`src/rtl/servo_pkg.sv`:
```
// ---------------------------------------------------------------------------
// servo_pkg
// Shared definitions for the servo pulse decoder and the servo PWM generator.
//   - servo_state_e    : decoder FSM state encoding
//   - DIV_W            : datapath width of the sequential divider
//   - DUTY_FULL_SCALE  : decoded level that corresponds to MAX_PULSE_NS
//   - LOST_PERIODS     : frames without a rising edge before signal loss
//   - ns_to_count()    : converts a duration in ns to clock cycles
//   - period_count()   : clock cycles in one servo frame
// ---------------------------------------------------------------------------
package servo_pkg;

  typedef enum logic [1:0] {
    ST_WAIT_LOW  = 2'd0,
    ST_WAIT_RISE = 2'd1,
    ST_MEASURE   = 2'd2,
    ST_CONVERT   = 2'd3
  } servo_state_e;

  localparam int unsigned DIV_W           = 32;
  localparam int unsigned DUTY_FULL_SCALE = 1000;
  localparam int unsigned LOST_PERIODS    = 2;

  // Product is formed in 64 bits: 50 MHz * 2e6 ns does not fit in 32.
  function automatic int unsigned ns_to_count(input int unsigned freq_hz,
                                              input int unsigned ns);
    logic [63:0] prod;
    prod = (64'(freq_hz) * 64'(ns)) / 64'd1_000_000_000;
    return prod[31:0];
  endfunction

  function automatic int unsigned period_count(input int unsigned freq_hz,
                                               input int unsigned refresh_hz);
    return freq_hz / refresh_hz;
  endfunction

endpackage

```
`src/rtl/servo_div_seq.sv`:
```
// ---------------------------------------------------------------------------
// servo_div_seq
// Restoring unsigned divider, one quotient bit per clock, DIV_W bits.
// The first iteration is executed on the clock that accepts 'start', so the
// result is presented with 'done' exactly DIV_W clocks after start.
// A start while a division is running is ignored.
// Ports:
//   clk      : clock, rising edge
//   rst      : synchronous active-high reset, aborts any running division
//   start    : one-cycle request, samples dividend/divisor
//   dividend : numerator
//   divisor  : denominator (non-zero)
//   quotient : result, valid while done is high and held afterwards
//   done     : one-cycle strobe, quotient ready
// ---------------------------------------------------------------------------
module servo_div_seq
  import servo_pkg::*;
(
  input  logic             clk,
  input  logic             rst,
  input  logic             start,
  input  logic [DIV_W-1:0] dividend,
  input  logic [DIV_W-1:0] divisor,
  output logic [DIV_W-1:0] quotient,
  output logic             done
);

  localparam int unsigned CNT_W = $clog2(DIV_W);
  localparam logic [CNT_W-1:0] CNT_ONE  = CNT_W'(1);
  localparam logic [CNT_W-1:0] CNT_LAST = CNT_W'(DIV_W - 1);

  logic [DIV_W-1:0] rem_q, rem_d;
  logic [DIV_W-1:0] quo_q, quo_d;
  logic [CNT_W-1:0] cnt_q, cnt_d;
  logic             busy_q, busy_d;
  logic             done_q, done_d;

  logic [DIV_W-1:0] rem_in;
  logic [DIV_W-1:0] quo_in;
  logic [DIV_W:0]   shifted;
  logic [DIV_W:0]   trial;

  always_comb begin
    // A fresh division starts from remainder 0 and the new dividend.
    rem_in  = busy_q ? rem_q : '0;
    quo_in  = busy_q ? quo_q : dividend;
    shifted = {rem_in, quo_in[DIV_W-1]};
    trial   = shifted - {1'b0, divisor};

    rem_d  = rem_q;
    quo_d  = quo_q;
    cnt_d  = cnt_q;
    busy_d = busy_q;
    done_d = 1'b0;

    if (busy_q || start) begin
      if (!trial[DIV_W]) begin
        rem_d = trial[DIV_W-1:0];
        quo_d = {quo_in[DIV_W-2:0], 1'b1};
      end else begin
        rem_d = shifted[DIV_W-1:0];
        quo_d = {quo_in[DIV_W-2:0], 1'b0};
      end

      if (busy_q) begin
        cnt_d = cnt_q + CNT_ONE;
        if (cnt_q == CNT_LAST) begin
          busy_d = 1'b0;
          done_d = 1'b1;
        end
      end else begin
        cnt_d  = CNT_ONE;
        busy_d = 1'b1;
      end
    end
  end

  always_ff @(posedge clk) begin
    if (rst) begin
      rem_q  <= '0;
      quo_q  <= '0;
      cnt_q  <= '0;
      busy_q <= 1'b0;
      done_q <= 1'b0;
    end else begin
      rem_q  <= rem_d;
      quo_q  <= quo_d;
      cnt_q  <= cnt_d;
      busy_q <= busy_d;
      done_q <= done_d;
    end
  end

  assign quotient = quo_q;
  assign done     = done_q;

endmodule

```
`src/rtl/servo_pulse_decoder.sv`:
```
// ---------------------------------------------------------------------------
// servo_pulse_decoder
// Measures the high time of an RC-servo pulse and converts it to a level in
// 0..1000 (MIN_PULSE_NS -> 0, MAX_PULSE_NS -> 1000). Pulses inside the
// tolerance band around the nominal range are clamped; pulses outside it are
// rejected with pulse_err. signal_lost rises when no rising edge has been
// seen for two frame periods and falls with the next decoded pulse.
// Optional build macro: SERVO_DECODE_FILTER_EN adds a 4-sample glitch filter
// after the synchronizer (both edges delayed by 4 clocks, width preserved).
// Ports:
//   clk         : clock, rising edge
//   rst         : synchronous active-high reset
//   pwm_in      : asynchronous servo pulse input
//   duty_level  : last decoded level, 0..1000
//   duty_valid  : one-cycle strobe, duty_level updated this cycle
//   pulse_err   : one-cycle strobe, pulse rejected (too short / too long)
//   signal_lost : high while no rising edge seen within 2 frame periods
// ---------------------------------------------------------------------------
module servo_pulse_decoder
  import servo_pkg::*;
#(
  parameter int unsigned INPUT_FREQ   = 50_000_000,
  parameter int unsigned REFRESH_HZ   = 50,
  parameter int unsigned MIN_PULSE_NS = 1_000_000,
  parameter int unsigned MAX_PULSE_NS = 2_000_000,
  parameter int unsigned TOL_NS       = 100_000
) (
  input  logic       clk,
  input  logic       rst,
  input  logic       pwm_in,
  output logic [9:0] duty_level,
  output logic       duty_valid,
  output logic       pulse_err,
  output logic       signal_lost
);

  localparam int unsigned MIN_COUNT    = ns_to_count(INPUT_FREQ, MIN_PULSE_NS);
  localparam int unsigned MAX_COUNT    = ns_to_count(INPUT_FREQ, MAX_PULSE_NS);
  localparam int unsigned TOL_COUNT    = ns_to_count(INPUT_FREQ, TOL_NS);
  localparam int unsigned PERIOD_COUNT = period_count(INPUT_FREQ, REFRESH_HZ);
  localparam int unsigned LOST_COUNT   = LOST_PERIODS * PERIOD_COUNT;
  localparam int unsigned LOW_LIMIT    = (MIN_COUNT > TOL_COUNT) ? MIN_COUNT - TOL_COUNT : 0;
  localparam int unsigned HIGH_LIMIT   = MAX_COUNT + TOL_COUNT;
  localparam logic [DIV_W-1:0] SPAN    = DIV_W'(MAX_COUNT - MIN_COUNT);

  // -------------------------------------------------------------------------
  // Input conditioning
  // -------------------------------------------------------------------------
  logic [1:0] sync_q, sync_d;
  logic       sig;
  logic       prev_q, prev_d;
  logic       sig_rise;
  logic       sig_fall;

  assign sync_d = {sync_q[0], pwm_in};

`ifdef SERVO_DECODE_FILTER_EN
  // filt_q only follows the synchronizer after four consecutive samples that
  // disagree with it; any agreeing sample restarts the run.
  logic       filt_q, filt_d;
  logic [1:0] filt_cnt_q, filt_cnt_d;

  always_comb begin
    filt_d     = filt_q;
    filt_cnt_d = 2'd0;
    if (sync_q[1] != filt_q) begin
      if (filt_cnt_q == 2'd3) begin
        filt_d = sync_q[1];
      end else begin
        filt_cnt_d = filt_cnt_q + 2'd1;
      end
    end
  end

  always_ff @(posedge clk) begin
    if (rst) begin
      filt_q     <= 1'b0;
      filt_cnt_q <= 2'd0;
    end else begin
      filt_q     <= filt_d;
      filt_cnt_q <= filt_cnt_d;
    end
  end

  assign sig = filt_q;
`else
  assign sig = sync_q[1];
`endif

  assign prev_d   = sig;
  assign sig_rise = sig & ~prev_q;
  assign sig_fall = ~sig & prev_q;

  // -------------------------------------------------------------------------
  // Divider
  // -------------------------------------------------------------------------
  logic             div_start;
  logic [DIV_W-1:0] div_dividend;
  logic [DIV_W-1:0] div_quotient;
  logic             div_done;

  servo_div_seq u_div (
    .clk      (clk),
    .rst      (rst),
    .start    (div_start),
    .dividend (div_dividend),
    .divisor  (SPAN),
    .quotient (div_quotient),
    .done     (div_done)
  );

  // -------------------------------------------------------------------------
  // Measurement FSM
  // -------------------------------------------------------------------------
  servo_state_e state_q, state_d;
  logic [31:0]  high_count_q, high_count_d;
  logic [31:0]  clamped;
  logic [9:0]   duty_level_q, duty_level_d;
  logic         duty_valid_q, duty_valid_d;
  logic         pulse_err_q, pulse_err_d;

  always_comb begin
    clamped = high_count_q;
    if (high_count_q < MIN_COUNT) clamped = MIN_COUNT;
    if (high_count_q > MAX_COUNT) clamped = MAX_COUNT;
  end

  always_comb begin
    state_d      = state_q;
    high_count_d = high_count_q;
    duty_level_d = duty_level_q;
    duty_valid_d = 1'b0;
    pulse_err_d  = 1'b0;
    div_start    = 1'b0;
    div_dividend = '0;

    case (state_q)
      ST_WAIT_LOW: begin
        if (!sig) state_d = ST_WAIT_RISE;
      end

      ST_WAIT_RISE: begin
        if (sig_rise) begin
          state_d      = ST_MEASURE;
          high_count_d = 32'd1;       // the rising-edge cycle is a high cycle
        end
      end

      ST_MEASURE: begin
        // The fall is checked first: a pulse of exactly HIGH_LIMIT clocks
        // sees its falling edge in the cycle where the count equals the limit.
        if (sig_fall) begin
          if (high_count_q < LOW_LIMIT) begin
            pulse_err_d = 1'b1;
            state_d     = ST_WAIT_LOW;
          end else begin
            div_start    = 1'b1;
            div_dividend = (clamped - MIN_COUNT) * DUTY_FULL_SCALE;
            state_d      = ST_CONVERT;
          end
        end else if (high_count_q >= HIGH_LIMIT) begin
          pulse_err_d = 1'b1;
          state_d     = ST_WAIT_LOW;
        end else begin
          high_count_d = high_count_q + 32'd1;
        end
      end

      ST_CONVERT: begin
        // Input edges are deliberately ignored here; WAIT_LOW then skips a
        // pulse that is already high when the conversion finishes.
        if (div_done) begin
          duty_level_d = (div_quotient > DIV_W'(DUTY_FULL_SCALE)) ?
                         10'(DUTY_FULL_SCALE) : div_quotient[9:0];
          duty_valid_d = 1'b1;
          state_d      = ST_WAIT_LOW;
        end
      end

      default: state_d = ST_WAIT_LOW;
    endcase
  end

  // -------------------------------------------------------------------------
  // Signal-loss watchdog
  // -------------------------------------------------------------------------
  logic [31:0] since_rise_q, since_rise_d;
  logic        signal_lost_q, signal_lost_d;

  always_comb begin
    since_rise_d = since_rise_q;
    if (sig_rise) begin
      since_rise_d = '0;
    end else if (since_rise_q < LOST_COUNT) begin
      since_rise_d = since_rise_q + 32'd1;
    end

    signal_lost_d = signal_lost_q;
    // Set only on the cycle the saturating count arrives at the limit so a
    // later successful decode can clear the flag while the count is parked.
    if (since_rise_d == LOST_COUNT && since_rise_q != LOST_COUNT) signal_lost_d = 1'b1;
    if (duty_valid_d) signal_lost_d = 1'b0;
  end

  // -------------------------------------------------------------------------
  // State registers
  // -------------------------------------------------------------------------
  always_ff @(posedge clk) begin
    if (rst) begin
      sync_q        <= 2'b00;
      prev_q        <= 1'b0;
      state_q       <= ST_WAIT_LOW;
      high_count_q  <= '0;
      since_rise_q  <= '0;
      duty_level_q  <= '0;
      duty_valid_q  <= 1'b0;
      pulse_err_q   <= 1'b0;
      signal_lost_q <= 1'b1;
    end else begin
      sync_q        <= sync_d;
      prev_q        <= prev_d;
      state_q       <= state_d;
      high_count_q  <= high_count_d;
      since_rise_q  <= since_rise_d;
      duty_level_q  <= duty_level_d;
      duty_valid_q  <= duty_valid_d;
      pulse_err_q   <= pulse_err_d;
      signal_lost_q <= signal_lost_d;
    end
  end

  assign duty_level  = duty_level_q;
  assign duty_valid  = duty_valid_q;
  assign pulse_err   = pulse_err_q;
  assign signal_lost = signal_lost_q;

endmodule

```
`config.mk`:
```
export PLATFORM = sky130hd
export DESIGN_NAME = servo_pulse_decoder
export DESIGN_NICKNAME = d
export VERILOG_FILES = /design/src/rtl/servo_pkg.sv /design/src/rtl/servo_div_seq.sv /design/src/rtl/servo_pulse_decoder.sv
export SDC_FILE = /design/constraint.sdc
export NUM_CORES = 1
export LEC_CHECK = 0
export ABC_AREA = 1
export CORE_AREA = 2 2 136 138
export CTS_BUF_LIST = sky130_fd_sc_hd__clkbuf_16
export DETAILED_ROUTE_END_ITERATION = 16
export DIE_AREA = 0 0 138 140
export PLACE_DENSITY_LB_ADDON = 0.08
export SLEW_MARGIN = 15
export SYNTH_ARGS = -nofsm -noshare
export SYNTH_HDL_FRONTEND = slang
export SYNTH_SLANG_ARGS = --single-unit
```
`constraint.sdc`:
```
create_clock -name clk -period 8.2 [get_ports clk]
set_input_delay 1.64 -clock clk [delete_from_list [all_inputs] [get_ports clk]]
set_output_delay 1.64 -clock clk [all_outputs]
set_load 0.05 [all_outputs]
```
## Yosys cells after proc, flatten, opt, wreduce, memory -nomap -nowiden

Cells that the tools add are included.

| storage, ports and cells | value |
|---|---|
| bits in registers | 153 |
| bits of input ports | 3 |
| memory bits (writable) | 0 |
| ROM bits | 0 |
| memories | 0 |
| bits in latches | 0 |
| output and inout bits | 13 |

| cells by class | value |
|---|---|
| add/sub/neg operators | 5 |
| mux-type cells | 37 |
| reductions and logical operators | 10 |
| $lt $le $gt $ge | 6 |
| div/mod/pow operators | 0 |
| eq/ne operators | 12 |
| shift-type cells | 0 |
| multiply operators | 1 |
| bitwise operators | 7 |

Operators by type and width:

| kind | count |
|---|---|
| 32-bit two-way mux | 13 |
| 32-bit by 1-bit adder with 32-bit output, second input constant | 2 |
| 32-bit by 16-bit less-than comparator with 1-bit output, second input constant | 2 |
| 32-bit one-hot mux with 2 select lines | 1 |
| 33-bit by 16-bit subtractor with 33-bit output, second input constant | 1 |
| 32-bit by 21-bit == test with 1-bit output, second input constant | 1 |
| 32-bit by 17-bit >= comparator with 1-bit output, second input constant | 1 |
| 32-bit by 10-bit > comparator with 1-bit output, second input constant | 1 |
| 32-bit by 17-bit > comparator with 1-bit output, second input constant | 1 |
| 32-bit by 21-bit less-than comparator with 1-bit output, second input constant | 1 |
| 32-bit by 7-bit multiplier with 29-bit output, second input constant | 1 |
| 32-bit by 21-bit != test with 1-bit output, second input constant | 1 |
| 32-bit by 16-bit subtractor with 32-bit output, second input constant | 1 |
| 1-bit two-way mux | 14 |
| 2-bit two-way mux | 6 |
| 10-bit two-way mux | 1 |
| 2-bit != test, second input constant | 4 |
| 2-bit one-hot mux with 4 select lines | 1 |
| 4-bit AND reduction | 2 |
| 5-bit by 1-bit adder with 5-bit output, second input constant | 1 |
| 5-bit == test, second input constant | 1 |
| 5-bit two-way mux | 1 |
| 1-bit NOT | 5 |
| 2-bit == test, second input constant | 2 |
| 11 further kinds | 13 |

## Longest topological paths before layout

| depth | value |
|---|---|
| depth in word-level cells | 11 |
| gate-level depth with buffers | 38 |
| depth with buffers taken out | 38 |

## Cells and area by module

From an unflattened synthesis, not the netlist that was laid out.

| second synthesis, totals | value |
|---|---|
| cells, all modules | 2334 |
| area total of the unflattened synthesis | 14784.2 sq um |

Modules (own cells, without submodules):

| module | cells an instance | instances | seq. area each (sq um) | area each (sq um) |
|---|---|---|---|---|
| servo_pulse_decoder | 1270 | 1 | 1641.6 | 8759.7 |
| servo_div_seq | 1064 | 1 | 1421.4 | 6024.5 |

## Worst setup path before layout

No wires, ideal clock.

| timing path | value |
|---|---|
| kind | register to register |
| start | reg high_count_q[12] |
| end | reg u_div.quo_q[27] (netlist: u_div.quotient[27]) |
| setup time | 119 ps |
| path buffers | 1 |
| required time | 8081 ps |
| cell stages (with the launch flop) | 29 |
| slack | 2832 ps |
| data arrival time | 5249 ps |
| path through | dfxtp_1 buf_4 inv_2 nand2_1 nor3_1 nand2_1 nand2_1 nand2_2 inv_2 nor2_1 nor2_2 nand2_2 xnor2_1 fa_1 inv_1 fa_1 fa_1 fa_1 inv_1 ha_1 a21o_1 a21oi_1 nand3_1 a21oi_1 o21ai_0 a21boi_0 inv_1 o21ai_0 nand2_1 |

| between the ends | value |
|---|---|
| longest elaborated chain between the ends | 9 |
| elaborated cells on any way between the ends | 15 |

RTL lines:

| item | RTL line | source |
|---|---|---|
| start: declaration | servo_pulse_decoder.sv:116 | `logic [31:0] high_count_q, high_count_d;` |
| start signal: assignment | servo_pulse_decoder.sv:223 | `high_count_q <= high_count_d;` |
| 32-bit by 16-bit less-than comparator with 1-bit output | servo_pulse_decoder.sv:124 | `if (high_count_q < MIN_COUNT) clamped = MIN_COUNT;` |
| 32-bit two-way mux | servo_pulse_decoder.sv:124 |  |
| 32-bit two-way mux | servo_pulse_decoder.sv:125 | `if (high_count_q > MAX_COUNT) clamped = MAX_COUNT;` |
| 32-bit by 16-bit subtractor with 32-bit output | servo_pulse_decoder.sv:158 | `div_dividend = (clamped - MIN_COUNT) * DUTY_FULL_SCALE;` |
| 32-bit by 7-bit multiplier with 29-bit output | servo_pulse_decoder.sv:158 |  |
| 32-bit two-way mux | servo_pulse_decoder.sv:153 | `if (high_count_q < LOW_LIMIT) begin` |
| 32-bit two-way mux | servo_pulse_decoder.sv:152 | `if (sig_fall) begin` |
| 32-bit two-way mux | servo_pulse_decoder.sv:137 | `case (state_q)` |
| 32-bit two-way mux | servo_div_seq.sv:46 | `quo_in = busy_q ? quo_q : dividend;` |
| end signal: assignment | servo_div_seq.sv:87 | `quo_q <= quo_d;` |
| end: declaration | servo_div_seq.sv:33 | `logic [DIV_W-1:0] quo_q, quo_d;` |

Parallel ways exist; a longest one is shown, timed or not.
A chain may end at the register's enable or synchronous reset.

## Worst setup path after layout

| timing path | value |
|---|---|
| start | reg high_count_q[7] |
| end | reg u_div.quo_q[18] (netlist: u_div.quotient[18]) |

Same word-level chain as after synthesis.

==> results.txt <==
- Setup repair after global routing left no endpoint under its margin.
* Count of inserted antenna diode cells: 0
- Slack of the critical path: 2.17 ns
- The number of failing hold endpoints at the final stage is 0.
- Required time at the worst-slack endpoint: 8.55 ns
* Commonest non-fill, non-tap cells in the layout: 432 x sky130_fd_sc_hd__nand2_1, 285 x sky130_fd_sc_hd__inv_1, 216 x sky130_fd_sc_hd__nor2_1
- Commonest non-fill, non-tap cell in the layout: sky130_fd_sc_hd__nand2_1
* Worst slack at placement: 2.25 ns
- For this run, the total global-route usage over all layers was measured as 30.4%.
- The detailed router finished its first iteration with 820 violations.
* Width of the die: around 140 µm
- The tightest min-delay check is of the flip-flop to flip-flop type.
* Max FO, Critical Path: 9
- Outcome: completed
- Post-DP Area: approximately 0.013 mm²
- Input and output buffers added on the ports amount to 15.
* TritonCTS clock tree: done
* Number of placement rows: 49
* Number of buffers inserted by post-CTS setup repair: 0
- Global placement routability congestion: 0.955
- Final design area excluding fillers: 0.0134 mm²
* Routed vias: approximately 12000
- The first global-routing pass estimated 49.6 mm of wire.
- For this configuration, the core starts out at a cell density of a little over two thirds.
- Number of pins exceeding their max-slew limit in the final report: 0
- In this design, the largest share of critical-path delay is due to adder cells.
* CTS Buf Count: 17
- Max-capacitance violation count: 0
- Library cell contributing the largest single delay on the critical path: sky130_fd_sc_hd__fa_1
* Number of distinct library cells after synthesis: 55
- The via count of the first global-routing pass was 10900.
- Number of synthesized register bits: 153
- Vertical extent of the die: 140 µm
* Total DRC errors in the routed layout: 0
- After routing, the total negative slack on setup checks comes to 0 ns.
- For the pin with the worst max-slew slack, the measured transition is between 0.9 and 1 ns.
- After clock tree synthesis, the flow added hold-fix buffers numbering 0.
- CTS saw 153 sinks.
- Data arrival at the endpoint of the critical path: 6.37 ns
- Fmax: 166 MHz
* Core ar.: 0.0178 mm²
- Number of placed I/O pins: 16
* Static leakage: ~0.0064 µW
- Entering global routing, the biggest net connects 76 pins.
- Sum of buffers and inverters on the critical path: 3
- Number of antenna violations at the first check in global routing: 0
* # nets final: 2005
- Number of enable-type register cells in the synthesized netlist: 0
- The worst setup path is captured at a flip-flop.
- STA classifies the critical path startpoint as a flip-flop.
- The worst setup path is of the flip-flop to flip-flop kind.
- Clock Root Buffer: sky130_fd_sc_hd__clkbuf_16
- Headroom to the max-slew limit came out at 39.5%.
- Maximum single-stage delay on the critical path: 0.52 ns
* Worst IR drop on VDD: 211 µV
- A synthesized cell averages 6.74 µm².
- In this run the power density over the cells is 156 mW/mm².
- Finish-stage setup viols: 0
- After clock tree synthesis, the clock-pin slew on the worst setup and hold paths is around 0.07 ns.
- Routed wire length: ~29 mm
- Depth of the CTS H-tree: 4
* Area of the die: 0.0193 mm²
- Of the synthesized area, sequential elements account for between 20% and 30%.
- The mapped netlist covers 0.0124 mm².
- The clock reaches the later pin of the worst-skew pair after 0.43 ns.
* Post-DR vias/cell: 5.46
- Final Skew: 0.0198 ns
- In the synthesized netlist the dominant register cell turns out to be sky130_fd_sc_hd__dfxtp_1.
* Count of synthesis-stage warnings from yosys: 0
* Cell repeated most along the worst path: sky130_fd_sc_hd__nand2_1
- Ys async rst share: 0%
- In the synthesized netlist, the number of instances is 1835.
* Number of iterations in the first detailed-routing pass: 6
- Final min period: roughly 6.0 ns
- Wire per inst: 13.6 µm
- For this run the aggregate overflow at the end of global routing stands at 0.
- Fraction of final layout cells with drive strength greater than 1: 5.00%
- Final worst-path cycle share: approximately 73%
- Resize count post-CTS: 0
- Once detail routing completed, the nets flagged for antenna violations numbered 0.
* P&R area growth vs syn: 8.32%
- Final HPWL DP: between 20 and 25 mm
- The clock passes through at most 2 buffers.
-- worst register-to-register path: cells and delay by family (launching register included) --
kind | cells | cell delay (ns)
AOI/OAI and AO/OA | 7 | 1.18
buffers and inverters | 3 | 0.30
and+or+nand+nor | 13 | 1.55
DFF | 1 | 0.50
adders and majority gates | 5 | 2.40
-- power by group --
part,switching (µW),internal [µW]
sequential,7.54,753
combinational,338,179
clock,309,499
-- final timing paths --
kind	start	end	slack, ns	cells past startpoint
worst min-delay path	high_count_q[18]	high_count_q[18]	0.44	2
worst max-delay path	high_count_q[7]	u_div.quotient[18]	2.17	28
worst min register to register	high_count_q[18]	high_count_q[18]	0.44	2
worst max register to register	high_count_q[7]	u_div.quotient[18]	2.17	28
-- synthesized netlist by cell type (9+ instances only) --
cell | number | area (µm²)
sky130_fd_sc_hd__dfxtp_1 | 153 | 3060
sky130_fd_sc_hd__a31oi_1 | 9 | 56.3
sky130_fd_sc_hd__nand3_1 | 110 | 551
sky130_fd_sc_hd__inv_2 | 13 | 48.8
sky130_fd_sc_hd__clkbuf_1 | 37 | 139
sky130_fd_sc_hd__nand4_1 | 23 | 144
sky130_fd_sc_hd__o211ai_1 | 12 | 90.1
sky130_fd_sc_hd__nor3_1 | 42 | 210
sky130_fd_sc_hd__nand2_1 | 432 | 1620
sky130_fd_sc_hd__o21ai_0 | 101 | 505
sky130_fd_sc_hd__xor2_1 | 34 | 298
sky130_fd_sc_hd__buf_2 | 13 | 65.1
sky130_fd_sc_hd__ha_1 | 56 | 701
sky130_fd_sc_hd__inv_1 | 280 | 1050
sky130_fd_sc_hd__nor2_1 | 216 | 811
sky130_fd_sc_hd__nand2_2 | 23 | 144
sky130_fd_sc_hd__nor4_1 | 14 | 87.6
sky130_fd_sc_hd__fa_1 | 78 | 1560
sky130_fd_sc_hd__a21oi_1 | 84 | 420
-- state kept, by name (all words and copies together) (netlist names), 2 cells and up --
register,count
duty_level,10
high_count_q,32
since_rise_q,32
state_q,2
sync_q,2
u_div.cnt_q,5
u_div.quotient,32
u_div.rem_q,32
-- layout make-up --
type / count / area [µm²]
clock buffers: 17 / 425
clock inverters: 14 / 168
fillers: 1401 / 4390
inverters: 296 / 1110
multi-input cells: 1376 / 8120
flip-flops and latches: 153 / 3060
well taps: 229 / 287
repair buffers: 24 / 213
-- per-stage QoR --
stage / cells / power, µW / util [%] / hold slack (ns)
after floorplan: 1881 / 1180 / - / 0.388
after global placement: 2078 / 1240 / 72.0 / 0.427
after detailed placement: 2078 / 1240 / 72.0 / 0.425
after CTS: 2109 / 2040 / 75.3 / 0.439
after global routing: 2109 / 2200 / 75.3 / 0.450
final: 2109 / 2090 / 75.3 / 0.437
-- kinds of logic after synthesis --
logic type	count (synthesis)	share of synthesized area [%]
fa+ha+maj	134	18.3
flops	153	24.8
compound gates	260	11.9
simple gates	890	30.7
other cells	2	0.0607
buf+inv	352	10.9
xor+xnor	44	3.33
-- layer usage --
| layer | up-vias | track usage [%] | share of wire [%] |
|---|---|---|---|
| li1 | 5851 | - | - |
| met1 | 5258 | 40.3 | 45 |
| met3 | 41 | 3.93 | 5.3 |
| met5 | - | 0 | 0 |
| met2 | 366 | 52.8 | 49 |
| met4 | 0 | 7.89 | 1.5 |
Power figures use the tool's default switching activity.
